`config.mk`:
```
export PLATFORM = sky130hd
export DESIGN_NAME = conv2_ch_sched
export DESIGN_NICKNAME = d
export VERILOG_FILES = /design/src/rtl/conv2_ch_sched.sv
export SDC_FILE = /design/constraint.sdc
export NUM_CORES = 1
export LEC_CHECK = 0
export CAP_MARGIN = 0
export CORE_MARGIN = 3
export CORE_UTILIZATION = 39
export CTS_CLUSTER_DIAMETER = 150
export DETAILED_ROUTE_END_ITERATION = 8
export PLACE_DENSITY = 0.71
export SLEW_MARGIN = 0
export SYNTH_ARGS = -nofsm -noshare
export SYNTH_HDL_FRONTEND = slang
export SYNTH_SLANG_ARGS = --single-unit
```
`constraint.sdc`:
```
create_clock -name clk -period 2 [get_ports clk]
set_clock_uncertainty 0.1 [all_clocks]
set_input_delay 0.2 -clock clk [delete_from_list [all_inputs] [get_ports clk]]
set_output_delay 0.2 -clock clk [all_outputs]
set_load 0.005 [all_outputs]
```
`src/rtl/conv2_ch_sched.sv`:
```
`default_nettype none
// ============================================================================
// conv2_ch_sched : replays each conv2 window once per output channel on a
//                  shared datapath and tags results with channel/position.
// Revision: 1.0
// ============================================================================
module conv2_ch_sched #(
  parameter int WIDTH       = 12,
  parameter int HEIGHT      = 12,
  parameter int FILTER_SIZE = 5,
  parameter int NUM_CH      = 3,
  parameter int CALC_LAT    = 1,
  localparam int OUT_W      = WIDTH - FILTER_SIZE + 1,
  localparam int OUT_H      = HEIGHT - FILTER_SIZE + 1,
  localparam int CH_BITS    = (NUM_CH > 1) ? $clog2(NUM_CH) : 1,
  localparam int MAX_POS    = (OUT_W > OUT_H) ? OUT_W : OUT_H,
  localparam int POS_BITS   = (MAX_POS > 1) ? $clog2(MAX_POS) : 1
) (
  input  logic                clk,
  input  logic                rst_n,
  input  logic                win_valid,
  output logic                win_ready,
  output logic                win_hold,
  output logic                calc_en,
  output logic [CH_BITS-1:0]  ch_sel,
  output logic                out_valid,
  output logic [CH_BITS-1:0]  out_ch,
  output logic [POS_BITS-1:0] out_row,
  output logic [POS_BITS-1:0] out_col,
  output logic                frame_done,
  output logic                busy
);

  localparam int STG_W = 1 + CH_BITS + 2 * POS_BITS + 1;
  localparam int VB    = STG_W - 1;

  localparam logic [0:0] ST_IDLE  = 1'b0;
  localparam logic [0:0] ST_ISSUE = 1'b1;

  localparam logic [CH_BITS-1:0]  CH_LAST  = CH_BITS'(NUM_CH - 1);
  localparam logic [POS_BITS-1:0] COL_LAST = POS_BITS'(OUT_W - 1);
  localparam logic [POS_BITS-1:0] ROW_LAST = POS_BITS'(OUT_H - 1);

  logic [0:0]          state_q, state_d;
  logic [CH_BITS-1:0]  ch_q, ch_d;
  logic [POS_BITS-1:0] row_q, row_d, col_q, col_d;
  logic [POS_BITS-1:0] tag_row_q, tag_row_d, tag_col_q, tag_col_d;
  logic                tag_last_q, tag_last_d;
  logic [STG_W-1:0]    pipe_q [CALC_LAT];
  logic [STG_W-1:0]    pipe_d [CALC_LAT];

  logic is_last_ch;
  logic accept;
  logic out_last;
  logic pipe_any;

  assign is_last_ch = (ch_q == CH_LAST);
  assign accept     = win_valid & win_ready;

  always_ff @(posedge clk or negedge rst_n) begin
    if (!rst_n) begin
      state_q    <= ST_IDLE;
      ch_q       <= '0;
      row_q      <= '0;
      col_q      <= '0;
      tag_row_q  <= '0;
      tag_col_q  <= '0;
      tag_last_q <= 1'b0;
      for (int i = 0; i < CALC_LAT; i++) pipe_q[i] <= '0;
    end else begin
      state_q    <= state_d;
      ch_q       <= ch_d;
      row_q      <= row_d;
      col_q      <= col_d;
      tag_row_q  <= tag_row_d;
      tag_col_q  <= tag_col_d;
      tag_last_q <= tag_last_d;
      for (int i = 0; i < CALC_LAT; i++) pipe_q[i] <= pipe_d[i];
    end
  end

  always_comb begin
    state_d = state_q;
    ch_d    = ch_q;
    case (state_q)
      ST_IDLE: begin
        if (accept) begin
          state_d = ST_ISSUE;
          ch_d    = '0;
        end
      end
      default: begin
        if (!is_last_ch) begin
          ch_d = ch_q + 1'b1;
        end else begin
          ch_d    = '0;
          state_d = accept ? ST_ISSUE : ST_IDLE;
        end
      end
    endcase
  end

  // Hold drops on the final channel only when the buffer is being advanced.
  always_comb begin
    win_ready = 1'b1;
    win_hold  = 1'b0;
    calc_en   = 1'b0;
    ch_sel    = '0;
    if (state_q == ST_ISSUE) begin
      calc_en   = 1'b1;
      ch_sel    = ch_q;
      win_ready = is_last_ch;
      win_hold  = !(is_last_ch && win_valid);
    end
  end

  always_comb begin
    row_d      = row_q;
    col_d      = col_q;
    tag_row_d  = tag_row_q;
    tag_col_d  = tag_col_q;
    tag_last_d = tag_last_q;
    if (accept) begin
      tag_row_d  = row_q;
      tag_col_d  = col_q;
      tag_last_d = (row_q == ROW_LAST) && (col_q == COL_LAST);
      if (col_q == COL_LAST) begin
        col_d = '0;
        row_d = (row_q == ROW_LAST) ? '0 : row_q + 1'b1;
      end else begin
        col_d = col_q + 1'b1;
      end
    end
  end

  always_comb begin
    pipe_d[0] = {calc_en, ch_sel, tag_row_q, tag_col_q, tag_last_q};
    for (int i = 1; i < CALC_LAT; i++) pipe_d[i] = pipe_q[i-1];
    pipe_any = 1'b0;
    for (int i = 0; i < CALC_LAT; i++) pipe_any = pipe_any | pipe_q[i][VB];
  end

  assign {out_valid, out_ch, out_row, out_col, out_last} = pipe_q[CALC_LAT-1];
  assign frame_done = out_valid & (out_ch == CH_LAST) & out_last;
  assign busy       = (state_q == ST_ISSUE) | pipe_any;

endmodule
`default_nettype wire

```
==> results.yml <==
timing:
  setup_ws_ns: 0.0971
  max_slew_margin_pct: 76.3
  rsz0062_at_grt: "no"
  finalSetupViolCount: 0
  fin_crit_sh_pct: 95.1
  min_period_ns: 1.90
  finalHoldViolCount: 0
  max_freq_mhz: 526
  slew_viol_final: 0
  tightest_slew_ns: 0.354
  finalSetupTns_ns: 0
final_layout:
  syn_to_final_growth_pct: 18.1
  drive_gt1_share_pct: 27.6
  utilization_pct: 49.1
  fin_area_mm2: 0.00124
  n_antenna_cell: 0
  seqCellArea_um2: 653
  multi_input_area_um2: 330
  nFillCells: 233
  nNetsFinal: 96
setup_path:
  cp_slowest_stage_delay_ns: 0.52
  cp_num_cells: 3
  worst_path_dominant_cell_family: "buffers and inverters"
  crit_slowest_cell: "clkdlybuf4s50_1"
  critical_path.startpoint: "ch_q[1]"
  reg2reg_slack_ns: 0.32
  worstSetupPathType: "register to primary output"
  worst_ep_required_time_ns: 1.70
  crit_path_end_kind: "primary output"
  worstSetupEndpoint: "win_hold"
  path_max_fanout: 6
  r2r_cells: 5
  crit_chain: "nor2b_4 -> a21oi_1 -> clkdlybuf4s50_1"
  critPathBufInv: 1
  arrival_ns: 1.60
  reg2reg_from: "col_q[0]"
  start_kind: "register"
  r2r_end: "row_q[1]"
routing:
  drcViolationCount: 0
  wirelength_mm: 1.53
  wire_per_inst_um: 13.1
  firstDrtPassIters: 3
  drtIter0Drc: 18
  viasPerCell: 4.81
  ant_nets: 0
  vias: 563
synth:
  synthArstFlopShare_pct: 100
  synth_commonest_cells: "26 x dfrtp_1, 12 x mux2_2, 8 x buf_4, 4 x ha_1, 3 x nand2_1"
  synth_fa_ha_area_share_pct: 4.77
  synth_xor_xnor_area_share_pct: 0
  syn_area_mm2: 0.00105
  ys_types: 23
  syn_area_per_cell_um2: 14.4
  yosys.area.top_type: "dfrtp_1"
  yosys_warnings: 0
  synth_area_leaders: "dfrtp_1 62%, mux2_2 13%, buf_4 5.7%"
  synth_enable_flop_cells: 0
  synth_compound_gate_area_share_pct: 4.89
  synth_mux_area_share_pct: 12.9
  synth_ff_type: "dfrtp_1"
  synth-seq-area-share_pct: 62.1
  netlist.area_leader.share_pct: 62.1
  synth_cells: 73
  yosysMostFrequentCell: "dfrtp_1"
  synth-simple-area-share_pct: 8.95
  ys_ff_latch: 26
  synth_top_family_by_area: "multiplexers"
  synth_nets: 80
pwr:
  power.net_switching_mw: 0.475
  seq_power_share_pct: 50.9
  fin_total_pwr_mw: 1.66
  power_density_mw_per_mm2: 1340
  comb_power_share_pct: 36.2
  clkPwrFrac_pct: 12.8
  switching_share_pct: 28.6
  peakVddDrop_mv: 0.712
  internal_power_mw: 1.18
  leakagePower_nw: 0.579
floorplan:
  chipWidth_um: 57.9
  rows: 18
  start_util_pct: 41.6
  die_y_um: 57.9
  core_mm2: 0.00252
  io_pins: 19
  die_area_mm2: 0.00335
clocking:
  cts_setup_buffers: 0
  cts_buffers: 3
  cts.sinks: 26
  cts_hold_buf: 0
  clk_pin_slew_ns: 0.13
  clock_path_buffers: 2
  htreeDepth: 1
  tritoncts: "yes"
  clk-insertion-delay-late_ns: 0.31
  cts_resized: 0
  cts_root_buf: "clkbuf_4"
run:
  maxCapViolCount: 0
place:
  dpl.hpwl_mm: 1.15
  dp_slack_ns: 0.235
  place.gp.congestion: 0.691
  placed_cell_area_mm2: 0.00121
  port_buffers: 18
grt:
  grt_pass1_vias: 605
  grt_pass1_wl_mm: 2.73
  grt_util_all_layers_pct: 11.1
  overflow: 0
  grt_antenna_before_repair: 0
  grt_max_degree: 27
hold_path:
  hp-class: "primary input to async pin"
outcome:
  outcome: "completed"
==> per-stage QoR <==
| step | cells | hold WS (ns) |
|---|---|---|
| finish | 117 | 0.126 |
| global route | 117 | 0.134 |
| CTS | 117 | 0.138 |
| detailed placement | 114 | 0.258 |
| global placement | 114 | 0.255 |
| floorplan | 73 | -0.196 |
==> layer usage <==
layer	up-vias	wire length, um	global-route usage (%)
met3	0	66	2.90
met2	15	806	18.7
met1	273	654	12.0
li1	275	-	-
met5	-	0	0
met4	0	0	7.95
==> layout by cell type, fill, tap and decap left out, drive strengths merged <==
cell type      synthesis  routed
buf                    8       1
nor2                   2       2
dfrtp                 26      26
a22o                   1       1
nand2b                 1       1
a21oi                  2       2
o31ai                  1       1
nor2b                  2       2
ha                     4       4
nand2                  3       3
inv                    2       2
or2                    1       1
and3                   1       1
clkbuf                 0       3
and2b                  1       1
and4b                  1       1
o21ai                  1       1
and2                   2       2
clkdlybuf4s50          0      18
nand3                  1       1
a31o                   1       1
mux2                  12      12
==> cell type report <==
type / instances / area share [%]
Clock buffer: 3 / 1.82
Inverter: 2 / 0.606
Sequential cell: 26 / 52.7
Tap cell: 30 / 3.03
Timing Repair Buffer: 19 / 15.2
Multi-Input combinational cell: 37 / 26.7
==> kinds of logic after synthesis <==
kind of cell / after synthesis
adders and majority gates: 4
AOI/OAI and AO/OA: 6
DFF: 26
and+or+nand+nor: 15
buffers and inverters: 10
muxes: 12
==> power groups by stage <==
stage                     combinational [mW]  clock [mW]  sequential [mW]
after floorplan                        0.402           0            0.822
after global placement                 0.595           0            0.841
after detailed placement               0.614           0            0.859
after CTS                              0.614       0.220            0.845
after global routing                   0.671       0.242            0.879
final                                  0.601       0.213            0.845
==> worst reg2reg max path, delay by kind of cell (launching register included) <==
kind / cells / cell delay [ns]
AO/OA/AOI/OAI: 1 / 0.29
flip-flops: 1 / 0.41
adder cells (fa/ha/maj): 2 / 0.34
AND/OR/NAND/NOR: 1 / 0.06
multiplexers: 1 / 0.38
==> worst min-delay path by stage <==
stage                       from           end  slack, ns  cells past startpoint
floorplan                  rst_n       ch_q[0]      -0.20                      0
global placement    tag_col_q[1]     pipe_q[2]       0.25                      0
detailed placement  tag_row_q[2]     pipe_q[6]       0.26                      0
CTS                        rst_n  tag_row_q[1]       0.14                      2
global route               rst_n     pipe_q[8]       0.13                      2
finish                     rst_n     pipe_q[0]       0.13                      2
==> registers in the layout (all words and copies together), names as in the netlist <==
| register | count |
|---|---|
| state_q | 1 |
| row_q | 3 |
| col_q | 3 |
| tag_col_q | 3 |
| ch_q | 2 |
| pipe_q | 10 |
| tag_row_q | 3 |
| tag_last_q | 1 |
(Power assumes the default switching activity.)
